==> src/rtl/stopwatch_core.sv <==
// Stopwatch engine: RUN/STOP/CLEAR control, tick prescaler, DIGITS-wide BCD
// up/down counter with wrap pulse, and a lap snapshot that freezes the display.
module stopwatch_core #(
    parameter int CLK_HZ  = 100_000_000,
    parameter int TICK_HZ = 100,
    parameter int DIGITS  = 4
) (
    input  logic                  clk,
    input  logic                  reset,
    input  logic                  i_run_stop,
    input  logic                  i_clear,
    input  logic                  i_lap,
    input  logic                  i_down,
    output logic [4*DIGITS-1:0]   o_bcd,
    output logic                  o_running,
    output logic                  o_lap,
    output logic                  o_tick,
    output logic                  o_wrap
);

    localparam int DIV = CLK_HZ / TICK_HZ;
    localparam int PW  = (DIV > 2) ? $clog2(DIV) : 1;
    localparam int BW  = 4 * DIGITS;
    localparam logic [PW-1:0] PRESC_MAX = PW'(DIV - 1);
    localparam logic [BW-1:0] ALL_NINES = {DIGITS{4'h9}};

    if (DIV < 2) begin : g_bad_div
        $fatal(1, "stopwatch_core: CLK_HZ/TICK_HZ must be at least 2");
    end
    if (DIGITS < 1 || DIGITS > 8) begin : g_bad_digits
        $fatal(1, "stopwatch_core: DIGITS must be in 1..8");
    end

    typedef enum logic [1:0] {
        ST_STOP  = 2'd0,
        ST_RUN   = 2'd1,
        ST_CLEAR = 2'd2
    } state_t;

    state_t          state_q, state_d;
    logic [PW-1:0]   presc_q, presc_d;
    logic [BW-1:0]   count_q, count_d;
    logic [BW-1:0]   snap_q,  snap_d;
    logic            lap_q,   lap_d;
    logic            tick;

    // Ripple carry/borrow through the digits; each digit only ever steps
    // between 0 and 9, so the full-wrap case falls out naturally.
    function automatic logic [BW-1:0] bcd_step(input logic [BW-1:0] v, input logic down);
        logic [BW-1:0] r;
        logic          carry;
        logic [3:0]    d;
        r     = v;
        carry = 1'b1;
        for (int k = 0; k < DIGITS; k++) begin
            d = v[4*k +: 4];
            if (carry) begin
                if (down) begin
                    if (d == 4'd0) begin
                        d = 4'd9;
                    end else begin
                        d     = d - 4'd1;
                        carry = 1'b0;
                    end
                end else begin
                    if (d == 4'd9) begin
                        d = 4'd0;
                    end else begin
                        d     = d + 4'd1;
                        carry = 1'b0;
                    end
                end
                r[4*k +: 4] = d;
            end
        end
        return r;
    endfunction

    assign tick   = (state_q == ST_RUN) && (presc_q == PRESC_MAX);
    assign o_tick = tick;
    assign o_wrap = tick && (i_down ? (count_q == '0) : (count_q == ALL_NINES));

    always_comb begin
        state_d = state_q;
        presc_d = presc_q;
        count_d = count_q;
        snap_d  = snap_q;
        lap_d   = lap_q;
        case (state_q)
            ST_STOP: begin
                if (i_lap) begin
                    lap_d = 1'b0;
                end
                if (i_run_stop) begin
                    state_d = ST_RUN;
                end else if (i_clear) begin
                    state_d = ST_CLEAR;
                    lap_d   = 1'b0;
                end
            end
            ST_RUN: begin
                if (i_run_stop) begin
                    state_d = ST_STOP;
                end
                presc_d = tick ? '0 : presc_q + PW'(1);
                if (tick) begin
                    count_d = bcd_step(count_q, i_down);
                end
                // Snapshot takes the pre-step count even on a tick cycle
                if (i_lap) begin
                    if (lap_q) begin
                        lap_d = 1'b0;
                    end else begin
                        snap_d = count_q;
                        lap_d  = 1'b1;
                    end
                end
            end
            ST_CLEAR: begin
                state_d = ST_STOP;
                presc_d = '0;
                count_d = '0;
            end
            default: begin
                state_d = ST_STOP;
            end
        endcase
    end

    always_ff @(posedge clk or posedge reset) begin
        if (reset) begin
            state_q <= ST_STOP;
            presc_q <= '0;
            count_q <= '0;
            snap_q  <= '0;
            lap_q   <= 1'b0;
        end else begin
            state_q <= state_d;
            presc_q <= presc_d;
            count_q <= count_d;
            snap_q  <= snap_d;
            lap_q   <= lap_d;
        end
    end

    assign o_running = (state_q == ST_RUN);
    assign o_lap     = lap_q;
    assign o_bcd     = lap_q ? snap_q : count_q;

endmodule

==> config.mk <==
export PLATFORM = sky130hd
export DESIGN_NAME = stopwatch_core
export DESIGN_NICKNAME = d
export VERILOG_FILES = /design/src/rtl/stopwatch_core.sv
export SDC_FILE = /design/constraint.sdc
export NUM_CORES = 1
export LEC_CHECK = 0
export ABC_AREA = 1
export BUFFER_PORTS_ARGS = -buffer_cell sky130_fd_sc_hd__buf_4
export CORE_MARGIN = 5
export CORE_UTILIZATION = 25
export DETAILED_ROUTE_END_ITERATION = 10
export PLACE_DENSITY_LB_ADDON = 0.05
export SYNTH_ARGS = -nofsm -noshare
export SYNTH_HDL_FRONTEND = slang
export SYNTH_SLANG_ARGS = --single-unit
==> constraint.sdc <==
create_clock -name clk -period 1.55 [get_ports clk]
set_input_delay 0.0775 -clock clk [delete_from_list [all_inputs] [get_ports clk]]
set_output_delay 0.0775 -clock clk [all_outputs]
set_load 0.005 [all_outputs]
==> run metrics <==
CTS tree=done; antenna cells=0; vias in the first global route=3822; critical path arrival=1650 ps; Layout fillers=1526; num rows=44; Area growth syn-to-layout=55.2%; Core Region=14500 sq um; routed len/inst=14.3 um; hold_ws=74.8 ps; delay of the slowest cell on the worst path=390 ps; Util after Layout=39.5%; Mapped Cells=513; most frequent cells in the layout=nand2_1, buf_4, dfrtp_1, inv_1, nand3_1; CP Cell Sequence=inv_2 > ha_4 > nand2_2 > nor2_2 > buf_4 > nand4_1 > a21oi_2 > buf_4; Crit path max-delay family=flip-flops; Mapped Nets=538; Final ANT Viol Nets=0; clock slew at reported path FFs=70 ps; kind of critical path=register to output pin; Nets=669; Final Critical Period=1730 ps; FF+latch area=1380 sq um; GRT Util Overall=13.4%; grt total ovfl=0; highest routed layer=met4; Peak VDD IR=0.000476 V; Placed Instance Area=4730 sq um; Multi-input gate area=2560 sq um; vias per cell=4.52; crit path max fanout=3; share of layout cells above drive strength 1=42.6%; gpl congestion=0.836; hold crit path type=input port to register; Slew @ Worst Pin=416 ps; Routed WL=11.8 mm; critical path launch point type=register; Slowest cell on crit path=dfrtp_1; global-route wire length before repair=19.2 mm; largest net degree at the start of global routing=56; Synth area leaders=dfrtp_1, nand2_1, ha_1, o21ai_0, nand3_1; number of synthesized flops with an enable pin=0; Final setup viols=17; largest area contributor in the netlist=dfrtp_1; RSZ-0062 raised after global routing=yes; Tcrit/Tclk final=111%; CTS HTree Levels=2; Rel. slew slack=72.1%; hold endpoint=state_q[0]$_DFFE_PP0P_; die area=17300 sq um; Yosys top cell area share=37.3%; Synth Flop Type=dfrtp_1; initial antenna violation count=0; final hold violation count=0; hold path depth=3; Buffers & Inverters on Critical Path=3; Worst-Skew Late Latency=310 ps; TritonCTS Buffers=5; P per Cell Area=1700 nW/um^2; clk sinks=55; hpwl dp=8.45 mm; failing checks=negative setup slack; port bufs=25; register area share after synthesis=37.3%; Mapped Area=3690 sq um; met1 WL=5.67 mm; RR Startpoint=presc_q[0]$_DFFE_PP0P_; max-cap violations=0; Die W=131 um; commonest non-fill, non-tap cell in the layout=nand2_1; #FFs+latches synth=55; Vias=3745; Initial Util=25.5%; Reg2Reg Capture Point=presc_q[18]$_DFFE_PP0P_; Register-to-Register Setup Slack=-40 ps; Routed met3 length=303 um; CTS Buffer Depth=2; synth unique cells=31; Critical Path RT=1470 ps; TritonRoute pass-1 iters=4; Setup WS pre-CTS=-108 ps; io pins=26; Worst Reg2Reg Path Length in Cells=11; Synth warnings=0; min-delay src=i_run_stop; Crit path top cell by count=buf_4; Die Y=131 um; max frequency=0.579 GHz; initial DRC count=147; Final Instance Area=5720 sq um; synthesized area per cell=7.19 sq um; CP endpoint kind=output pin; routed wl met2=5.67 mm; fin worst setup slack=-176 ps; Setup Skew=5.78 ps; P_leak=2.64 nW; Root Buffer=clkbuf_16; # DRC=0; status=finished, violations left; fin. max-slew vios=0; Synth async-reset ratio=100%
## cell usage after synthesis (10+ instances only)
master / instances
inv_1: 48
nand3_1: 45
o21ai_0: 47
nor2_1: 37
xor2_1: 17
nand4_1: 10
nand2_1: 147
dfrtp_1: 55
ha_1: 19
o22ai_1: 10
inv_2: 10
o21ai_1: 13
## how the worst max path moves through the flow
stage                             from                       to  slack, ps  cells past startpoint
2_1_floorplan   state_q[1]$_DFFE_PP0P_    snap_q[0]$_DFFE_PP0P_         -3                      9
3_3_place_gp    count_q[5]$_DFFE_PP0P_  count_q[10]$_DFFE_PP0P_       -140                     11
3_5_place_dp    count_q[5]$_DFFE_PP0P_  count_q[10]$_DFFE_PP0P_       -110                     11
4_1_cts         count_q[1]$_DFFE_PP0P_                   o_wrap       -190                      8
5_1_grt        count_q[13]$_DFFE_PP0P_                   o_wrap       -290                      8
6_report       count_q[13]$_DFFE_PP0P_                   o_wrap       -180                      8
## state kept, by name (all words and copies together), names as in the netlist
register and cells:
presc_q 20, count_q 16, snap_q 16, state_q 2, o_lap 1
## cell families (layout without fill, tap and decap cells)
| kind of cell | count (synthesis) | after routing | synth area share (%) |
|---|---|---|---|
| XOR/XNOR | 19 | 19 | 4.51 |
| flip-flops | 55 | 55 | 37.3 |
| adder cells (fa/ha/maj) | 19 | 19 | 6.45 |
| AND/OR/NAND/NOR | 263 | 263 | 31.3 |
| buffers and inverters | 73 | 204 | 7.91 |
| AO/OA/AOI/OAI | 84 | 85 | 12.5 |
## per-layer routing
layer  vias to the layer above  GRT usage (%)
met5                         -              0
met4                         0           3.89
met3                        15           2.48
met2                        34           22.3
met1                      1758           17.8
li1                       1938              -
## power by group
group	switching, W	total (W)	internal, W
clock	0.000575	0.00138	0.000806
combinational	0.00320	0.00609	0.00289
sequential	0.000376	0.00227	0.00190
## area by class of cell
class                           instances  area share (%)
Tap cell                              184            4.02
Sequential cell                        55            24.1
Inverter                               58            3.85
Clock inverter                          2           0.612
Timing Repair Buffer                  138            20.2
Multi-Input combinational cell        386            44.8
Clock buffer                            6            2.43
## metrics by stage
stage / TNS (ps) / power [W] / std cells
2_1_floorplan: -13.3 / 0.00479 / 513
3_3_place_gp: -911 / 0.00711 / 795
3_5_place_dp: -797 / 0.00709 / 795
4_1_cts: -440 / 0.00909 / 819
5_1_grt: -2660 / 0.0106 / 829
6_report: -640 / 0.00975 / 829
## worst register-to-register path, cell delays in order (launching register included)
cell and delay (ps):
dfrtp_1 390, ha_4 180, nand2_2 70, inv_2 80, nand3_2 90, buf_6 130
buf_6 110, nor2_4 90, buf_6 120, nand3_1 60, nand4_1 110, nand2_1 60
## what timing repair did
item,4_1_cts,5_1_grt
setup buffers,14,10
pin swaps,20,45
gates resized for setup,55,114
cloned,1,1
hold buffers,1,0
hold endpoints to repair,55,0
setup endpoints to repair,17,43
Note: power is estimated with default switching activity, not from simulation.
